--- config.mk ---
export PLATFORM = sky130hd
export DESIGN_NAME = ghost_mode_ctrl
export DESIGN_NICKNAME = d
export VERILOG_FILES = /design/src/rtl/ghost_mode_ctrl.sv
export SDC_FILE = /design/constraint.sdc
export NUM_CORES = 1
export LEC_CHECK = 0
export BUFFER_PORTS_ARGS = -buffer_cell sky130_fd_sc_hd__buf_2
export CAP_MARGIN = 5
export CELL_PAD_IN_SITES_DETAIL_PLACEMENT = 1
export CELL_PAD_IN_SITES_GLOBAL_PLACEMENT = 2
export CORE_MARGIN = 4
export CORE_UTILIZATION = 32
export CTS_CLUSTER_SIZE = 25
export DETAILED_ROUTE_END_ITERATION = 10
export GPL_TIMING_DRIVEN = 0
export PLACE_DENSITY_LB_ADDON = 0.2
export SYNTH_ARGS = -nofsm -noshare
export SYNTH_HDL_FRONTEND = slang
export SYNTH_SLANG_ARGS = --single-unit
--- constraint.sdc ---
create_clock -name clk_50mhz -period 3 [get_ports clk_50mhz]
set_input_delay 0.3 -clock clk_50mhz [delete_from_list [all_inputs] [get_ports clk_50mhz]]
set_output_delay 0.3 -clock clk_50mhz [all_outputs]
set_load 0.05 [all_outputs]
--- src/rtl/ghost_mode_ctrl.sv ---
// Per-ghost mode sequencer: jail release, scatter/chase schedule, frightened and eaten cycles.
// Optional Elroy behaviour (chase code while scattering when few dots remain) under GHOST_ELROY_EN.
module ghost_mode_ctrl #(
    parameter int RELEASE_TICKS = 32,
    parameter int SCATTER_LONG  = 112,
    parameter int SCATTER_SHORT = 80,
    parameter int CHASE_TICKS   = 320,
    parameter int FRIGHT_L0     = 96,
    parameter int FRIGHT_L1     = 48
) (
    input  logic       clk_50mhz,
    input  logic       rst_n,
    input  logic       tick,
    input  logic       game_reset,
    input  logic       level,
    input  logic       fright,
    input  logic       eaten,
    input  logic       dots_low,
    input  logic [4:0] GhostPos_x,
    input  logic [4:0] GhostPos_y,
    output logic [1:0] GhostMode,
    output logic       frightened,
    output logic       mode_change
);

    typedef enum logic [2:0] {
        JAIL_WAIT,
        EXIT,
        SCATTER,
        CHASE,
        EATEN
    } state_t;

    localparam logic [9:0] REL_LIM    = 10'(RELEASE_TICKS);
    // Reload after being eaten so the release compare fires on the 8th tick.
    localparam logic [9:0] REL_RELOAD = (RELEASE_TICKS >= 8) ? 10'(RELEASE_TICKS - 8) : 10'd0;

    state_t     state;
    logic [9:0] sched_cnt;
    logic [9:0] fright_cnt;
    logic [2:0] phase;

    logic [9:0]  phase_limit;
    logic [10:0] sched_next;
    logic        rel_done;
    logic        phase_done;
    logic        at_exit_tile;
    logic        at_home_tile;
    logic [9:0]  fright_load;
    logic [1:0]  mode_code;

    always_comb begin
        phase_limit = 10'(CHASE_TICKS);
        case (phase)
            3'd0, 3'd2: phase_limit = level ? 10'(SCATTER_SHORT) : 10'(SCATTER_LONG);
            3'd4, 3'd6: phase_limit = 10'(SCATTER_SHORT);
            default:    phase_limit = 10'(CHASE_TICKS);
        endcase
    end

    assign sched_next   = {1'b0, sched_cnt} + 11'd1;
    assign rel_done     = sched_next >= {1'b0, REL_LIM};
    assign phase_done   = (phase != 3'd7) && (sched_next >= {1'b0, phase_limit});
    assign at_exit_tile = (GhostPos_x == 5'd10) && (GhostPos_y == 5'd9);
    assign at_home_tile = (GhostPos_x == 5'd10) && (GhostPos_y == 5'd12);
    assign fright_load  = level ? 10'(FRIGHT_L1) : 10'(FRIGHT_L0);

    always_comb begin
        mode_code = 2'b00;
        case (state)
            SCATTER: mode_code = 2'b01;
            CHASE:   mode_code = 2'b10;
            EATEN:   mode_code = 2'b11;
            default: mode_code = 2'b00;
        endcase
`ifdef GHOST_ELROY_EN
        if (state == SCATTER && dots_low)
            mode_code = 2'b10;
`endif
    end

`ifndef GHOST_ELROY_EN
    logic unused_dots_low;
    assign unused_dots_low = dots_low;
`endif

    always_ff @(posedge clk_50mhz or negedge rst_n) begin
        if (!rst_n) begin
            state       <= JAIL_WAIT;
            sched_cnt   <= 10'd0;
            fright_cnt  <= 10'd0;
            phase       <= 3'd0;
            frightened  <= 1'b0;
            mode_change <= 1'b0;
            GhostMode   <= 2'b00;
        end else begin
            mode_change <= 1'b0;
            GhostMode   <= mode_code;
            if (game_reset) begin
                state      <= JAIL_WAIT;
                sched_cnt  <= 10'd0;
                fright_cnt <= 10'd0;
                phase      <= 3'd0;
                frightened <= 1'b0;
                GhostMode  <= 2'b00;
            end else begin
                case (state)
                    JAIL_WAIT: begin
                        if (tick) begin
                            if (rel_done) begin
                                state     <= EXIT;
                                sched_cnt <= 10'd0;
                            end else begin
                                sched_cnt <= sched_next[9:0];
                            end
                        end
                    end
                    EXIT: begin
                        if (at_exit_tile) begin
                            state     <= phase[0] ? CHASE : SCATTER;
                            sched_cnt <= 10'd0;
                        end
                    end
                    SCATTER, CHASE: begin
                        if (eaten && frightened) begin
                            state      <= EATEN;
                            frightened <= 1'b0;
                            fright_cnt <= 10'd0;
                        end else if (fright) begin
                            frightened <= 1'b1;
                            fright_cnt <= fright_load;
                            if (!frightened)
                                mode_change <= 1'b1;
                        end else if (tick) begin
                            if (frightened) begin
                                if (fright_cnt <= 10'd1) begin
                                    frightened <= 1'b0;
                                    fright_cnt <= 10'd0;
                                end else begin
                                    fright_cnt <= fright_cnt - 10'd1;
                                end
                            end else if (phase_done) begin
                                phase       <= phase + 3'd1;
                                sched_cnt   <= 10'd0;
                                state       <= (state == SCATTER) ? CHASE : SCATTER;
                                mode_change <= 1'b1;
                            end else if (sched_cnt != 10'h3FF) begin
                                sched_cnt <= sched_next[9:0];
                            end
                        end
                    end
                    EATEN: begin
                        if (at_home_tile) begin
                            state     <= JAIL_WAIT;
                            sched_cnt <= REL_RELOAD;
                        end
                    end
                    default: state <= JAIL_WAIT;
                endcase
            end
        end
    end

endmodule

### After elaboration in Yosys (flattened, before gate mapping)

Cells that the tools add are included.

* flip-flop bits (word level): 30
* input bits: 18
* output and inout port bits: 4
* word-level logic and storage cells: 120

* add/sub/neg operators: 3
* $lt $le $gt $ge: 3
* eq/ne operators: 28
* muxes and demuxes: 59
* reductions and logical operators: 20

Operators by type and width (count)
* 10-bit two-way mux: 18
* 3-bit two-way mux: 17
* 10-bit one-hot mux with 4 select lines: 1
* 3-bit != test (second input constant): 9
* 4-bit != test (second input constant): 5
* 9-bit one-hot mux with 2 select lines: 1
* 1-bit two-way mux: 17
* 5-bit by 4-bit equality test with 1-bit output (second input constant): 3
* 3-bit one-hot mux with 4 select lines: 1
* 10-bit by 1-bit adder with 11-bit output (second input constant): 1
* 11-bit by 10-bit greater-or-equal comparator with 1-bit output: 1
* 11-bit by 6-bit greater-or-equal comparator with 1-bit output (second input constant): 1
* 10-bit by 1-bit less-or-equal comparator with 1-bit output (second input constant): 1
* 10-bit != test (second input constant): 1
* 10-bit by 1-bit subtractor with 10-bit output (second input constant): 1
* 3-bit by 2-bit equality test with 1-bit output (second input constant): 3
* 3-bit equality test (second input constant): 3
* 9-bit AND reduction: 1
* 8-bit AND reduction: 1
* 4-bit nonzero test: 2
* 7-bit two-way mux: 1
* 3-bit zero test: 2
* 6-bit two-way mux: 1
* 2-bit != test (second input constant): 3
* 11 further kinds: 18

### Longest topological paths before layout

* depth after elaboration: 12
* depth in mapped cells: 14
* mapped depth without buffers: 11

### Worst setup path after synthesis

OpenSTA, ideal clock, no wires.

* path kind: reg-to-reg
* from: register sched_cnt[3]
* to: register sched_cnt[9]
* library setup time: 0.138 ns
* data arrival time: 2.843 ns
* data required time: 2.862 ns
* path slack: 0.019 ns
* cell stages (with the launch flop): 13
* buffers on the path: 2
* period minus slack after synthesis: 2.981 ns
* cell sequence: dfrtp_1 buf_4 and4_1 buf_4 nand4_1 xnor2_1 ha_1 nor4b_1 nor3_1 a31oi_2 o41ai_4 nand3b_1 o311ai_2

* word-level cells in the longest chain between the ends: 10
* elaborated cells on any way between the ends: 17
* those cells by class: add/sub (1); order compare (2); eq/ne (2); mux (10); reduce/logical (2)

RTL lines
* start: declaration: line 39 `logic [9:0] sched_cnt;`
* start signal: assignment: line 114 `sched_cnt <= sched_next[9:0];`
* start signal: assignment: line 148 `sched_cnt <= sched_next[9:0];`
* 10-bit by 1-bit adder with 11-bit output: line 61 `assign sched_next = {1'b0, sched_cnt} + 11'd1;`
* 11-bit by 10-bit greater-or-equal comparator with 1-bit output: line 63 `assign phase_done = (phase != 3'd7) && (sched_next >= {1'b0, phase_limit});`
* 1-bit logical AND: line 63
* 10-bit two-way mux: line 142 `end else if (phase_done) begin`
* 10-bit two-way mux: line 135 `if (frightened) begin`
* 10-bit two-way mux: line 134 `end else if (tick) begin`
* 10-bit two-way mux: line 129 `end else if (fright) begin`
* 10-bit two-way mux: line 125 `if (eaten && frightened) begin`
* 10-bit one-hot mux with 4 select lines: line 107 `case (state)`
* 10-bit two-way mux: line 99 `if (game_reset) begin`

Parallel ways exist; a longest one is shown, timed or not. The select of a mux whose other input is x is not followed.
A chain may end at the register's enable or synchronous reset.

### Final worst setup path

* from: register sched_cnt[3]
* to: register sched_cnt[0]

Same word-level chain as after synthesis.

==> flow_metrics.py <==
metrics = {
    "yosys": {
        "post_synth_instance_area_mm2": 0.00224,
        "yosys-top-cells-area": "dfrtp_1 (34%), ha_1 (5.6%), nand2_1 (4.2%), nor2_1 (4.0%), o21ai_0 (3.1%)",
        "synth_enable_flop_cells": 0,
        "synth.avg_cell_area_um2": 8.42,
        "synth-warning-count": 0,
        "asyncSetResetFlopFracSynth_pct": 100,
        "synth_fp_nets": 294,
        "synth.ff_latch_count": 30,
        "synth.yosys.seq_area_share_pct": 33.5,
        "ys_dominant_reg_cell": "dfrtp_1",
        "synth.top_cell.area_share_pct": 33.5,
        "netlist.top_cell.by_area": "dfrtp_1",
        "synth_cell_types": 57,
        "syn_inst": 266,
    },
    "timing": {
        "finalHoldWorstSlack_ns": 0.0693,
        "timing.final.ws_setup_ns": 0.0845,
        "finalSetupViolations": 0,
        "slew_headroom_pct": 51.8,
        "fin_setup_tns_ns": 0,
        "achievable-frequency_mhz": 343,
        "finalClockSkew_ns": 0.00185,
        "final_max_slew_viol_count": 0,
        "fin_crit_sh_pct": 97.2,
        "setup_repair_after_global_routing_missed_its_margin": "true",
        "period_minus_slack_ns": 2.92,
        "report.final.hold_viol_count": 0,
        "worst_slew_pin_slew_ns": 0.723,
    },
    "critical_path": {
        "required_ns": 3.17,
        "criticalPathCategory": "flip-flop to flip-flop",
        "setup.worst_path.start_class": "flip-flop",
        "crit_end_element": "flip-flop",
        "regToRegSetupSlack_ns": 0.08,
        "crit_fanout": 7,
        "regToRegStartpoint": "sched_cnt[3]",
        "critPathArrivalTime_ns": 3.09,
        "r2r_cells": 14,
        "reg2reg_to": "sched_cnt[0]",
    },
    "floorplan": {
        "fp.dieW_um": 91.6,
        "io_pins": 22,
        "initial_core_util_pct": 32.9,
        "num_rows": 30,
        "core_mm2": 0.00679,
        "chipHeight_um": 91.6,
        "die_area_mm2": 0.00840,
    },
    "finish": {
        "finish.cell_count_without_fillers": 415,
        "n_antenna_cell": 0,
        "layout-area-overhead-vs-synth_pct": 28.2,
        "drive_above_1_share_pct": 27.9,
        "layout.nets": 346,
    },
    "route": {
        "drt-pass1-iter-count": 4,
        "drc": 0,
        "post_dr_vias_cell": 5.35,
        "dr_total_vias": 2220,
        "drtIter0Drc": 54,
        "ant_nets": 0,
        "wl_per_cell_um": 16.6,
        "totalWireLength_mm": 6.90,
    },
    "power": {
        "total_leakage_power_nw": 1.25,
        "switchingPower_mw": 0.875,
        "pwr-share-clk_pct": 17.8,
        "sequentialPowerShare_pct": 28.6,
        "power.density_mw_per_mm2": 677,
        "p_comb_share_pct": 53.6,
        "peakVddDrop_uv": 300,
        "p_int_mw": 1.07,
        "power_switching_share_pct": 45.0,
    },
    "grt": {
        "globalRouteTotalUtil_pct": 17.2,
        "initial_antenna_violation_count": 0,
        "first_global_vias": 2230,
        "grt_overflow": 0,
        "grt_first_pass_wirelength_mm": 11.5,
        "grt_max_degree": 31,
    },
    "cts": {
        "numCtsBuffers": 5,
        "worstSkewPairLatency_ns": 0.28,
        "tritoncts": "yes",
        "worst_setup_hold_path_clk_slew_ns": 0.07,
        "clockBufferDepth": 2,
        "clock_tree.root_cell": "clkbuf_8",
        "h-tree-depth": 2,
        "clock_sink_count": 30,
    },
    "place": {
        "routabilityCongestion": 0.772,
        "dpl_worst_slack_ns": -0.489,
        "placedCellCount": 382,
        "hpwl_mm": 4.77,
        "count_of_input_and_output_buffers": 20,
    },
    "flow_run": {
        "maxCapViolCount": 0,
    },
    "outcome": {
        "outcome": "completed",
    },
    "worst_hold_path": {
        "hp-class": "input pin to async pin",
    },
}
-- placed cells by master (no fill, tap or decap), types with 7 or more instances in the layout --
cell type  instances
nor2_1            24
clkbuf_1           7
nand3_1            8
buf_4             24
inv_1             12
dfrtp_1           26
buf_2             22
nor3_1             8
o21ai_0           13
nand2_1           25
o21ai_1           10
ha_1               9
a21oi_1           11
-- cells by family after synthesis --
group / count (synthesis) / synth area share (%)
xor+xnor: 7 / 2.74
mux: 4 / 1.79
buf+inv: 27 / 5.48
compound gates: 76 / 22.8
fa+ha+maj: 10 / 5.59
simple gates: 112 / 28.1
flops: 30 / 33.5
-- layout make-up --
| cell class | instances | area, um^2 |
|---|---|---|
| Fill cell | 825 | 3930 |
| Multi-Input combinational cell | 209 | 1470 |
| Sequential cell | 30 | 756 |
| Timing Repair Buffer | 46 | 307 |
| Tap cell | 96 | 120 |
| Clock buffer | 7 | 86.3 |
| Buffer | 13 | 77.6 |
| Inverter | 13 | 48.8 |
| Clock inverter | 1 | 5.00 |
-- worst max path at each step --
stage,end,cells after the start,from,slack [ns]
2_1_floorplan,sched_cnt[9],12,sched_cnt[3],0.02
6_report,sched_cnt[0],14,sched_cnt[3],0.08
3_5_place_dp,sched_cnt[9],12,sched_cnt[3],-0.49
3_3_place_gp,sched_cnt[9],11,sched_cnt[4],-0.51
4_1_cts,sched_cnt[0],16,sched_cnt[5],0.002
5_1_grt,sched_cnt[0],14,sched_cnt[3],-0.09
-- synth_stat cells (2+ instances only) --
master and instances:
dfrtp_1 30, nand2_1 25, nor2_1 24, o21ai_0 14, o21ai_1 14, inv_1 13
a21oi_1 12, nor3_1 11, ha_1 10, nand3_1 8, clkbuf_1 7, nand2b_1 6
nand4_1 6, nor4_1 6, o31ai_1 5, a211oi_1 4, mux2i_1 4, o41ai_1 4
xnor2_1 4, a22oi_1 3, buf_4 3, nor4b_1 3, o22ai_1 3, or2_2 3
or3_1 3, xor2_1 3, a31oi_1 2, and4_1 2, buf_2 2, nand3b_1 2
nor2b_1 2, o211ai_1 2, o21a_1 2
-- what timing repair did --
| item | 4_1_cts | 5_1_grt |
|---|---|---|
| cloned | 0 | 0 |
| pin swaps | 9 | 1 |
| endpoints found under the setup margin | 15 | 16 |
| hold buffers | 0 | 0 |
| buffers inserted | 17 | 10 |
| resized for setup | 11 | 19 |
-- per-stage QoR --
stage	cell area, um^2	utilization [%]	power [mW]
after floorplan	2240	-	1.24
after global routing	2870	42.2	2.11
final	2870	42.2	1.94
after detailed placement	2460	36.2	1.49
after CTS	2720	40.1	1.89
after global placement	2460	36.2	1.48
-- worst max-delay path, stage by stage (launching register included) --
cell      delay (ns)
dfrtp_1         0.34
buf_6           0.12
and4_1          0.19
buf_6           0.10
nand4_1         0.16
xnor2_1         0.20
ha_1            0.32
buf_4           0.16
o211ai_1        0.21
a31oi_4         0.19
o41ai_4         0.25
buf_6           0.17
nand3b_1        0.17
buf_4           0.15
o21ai_1         0.05
-- flip-flops by register name, summed over array words and instances, names as in the netlist --
register and flops:
frightened 1, sched_cnt 10, GhostMode 2, state 3
mode_change 1, fright_cnt 10, phase 3
-- power groups by stage --
stage / Sequential, mW / Clock (mW) / Combinational, mW
6_report: 0.555 / 0.346 / 1.04
5_1_grt: 0.570 / 0.377 / 1.17
4_1_cts: 0.553 / 0.363 / 0.973
3_5_place_dp: 0.560 / 0 / 0.927
3_3_place_gp: 0.559 / 0 / 0.925
2_1_floorplan: 0.577 / 0 / 0.664
-- per-layer routing --
metal  global-route usage [%]  wire (um)
met1                     21.7       3130
met2                     29.7       3520
met3                     3.12        180
met4                     5.03         69
met5                        0          0
Power figures use the tool's default switching activity.
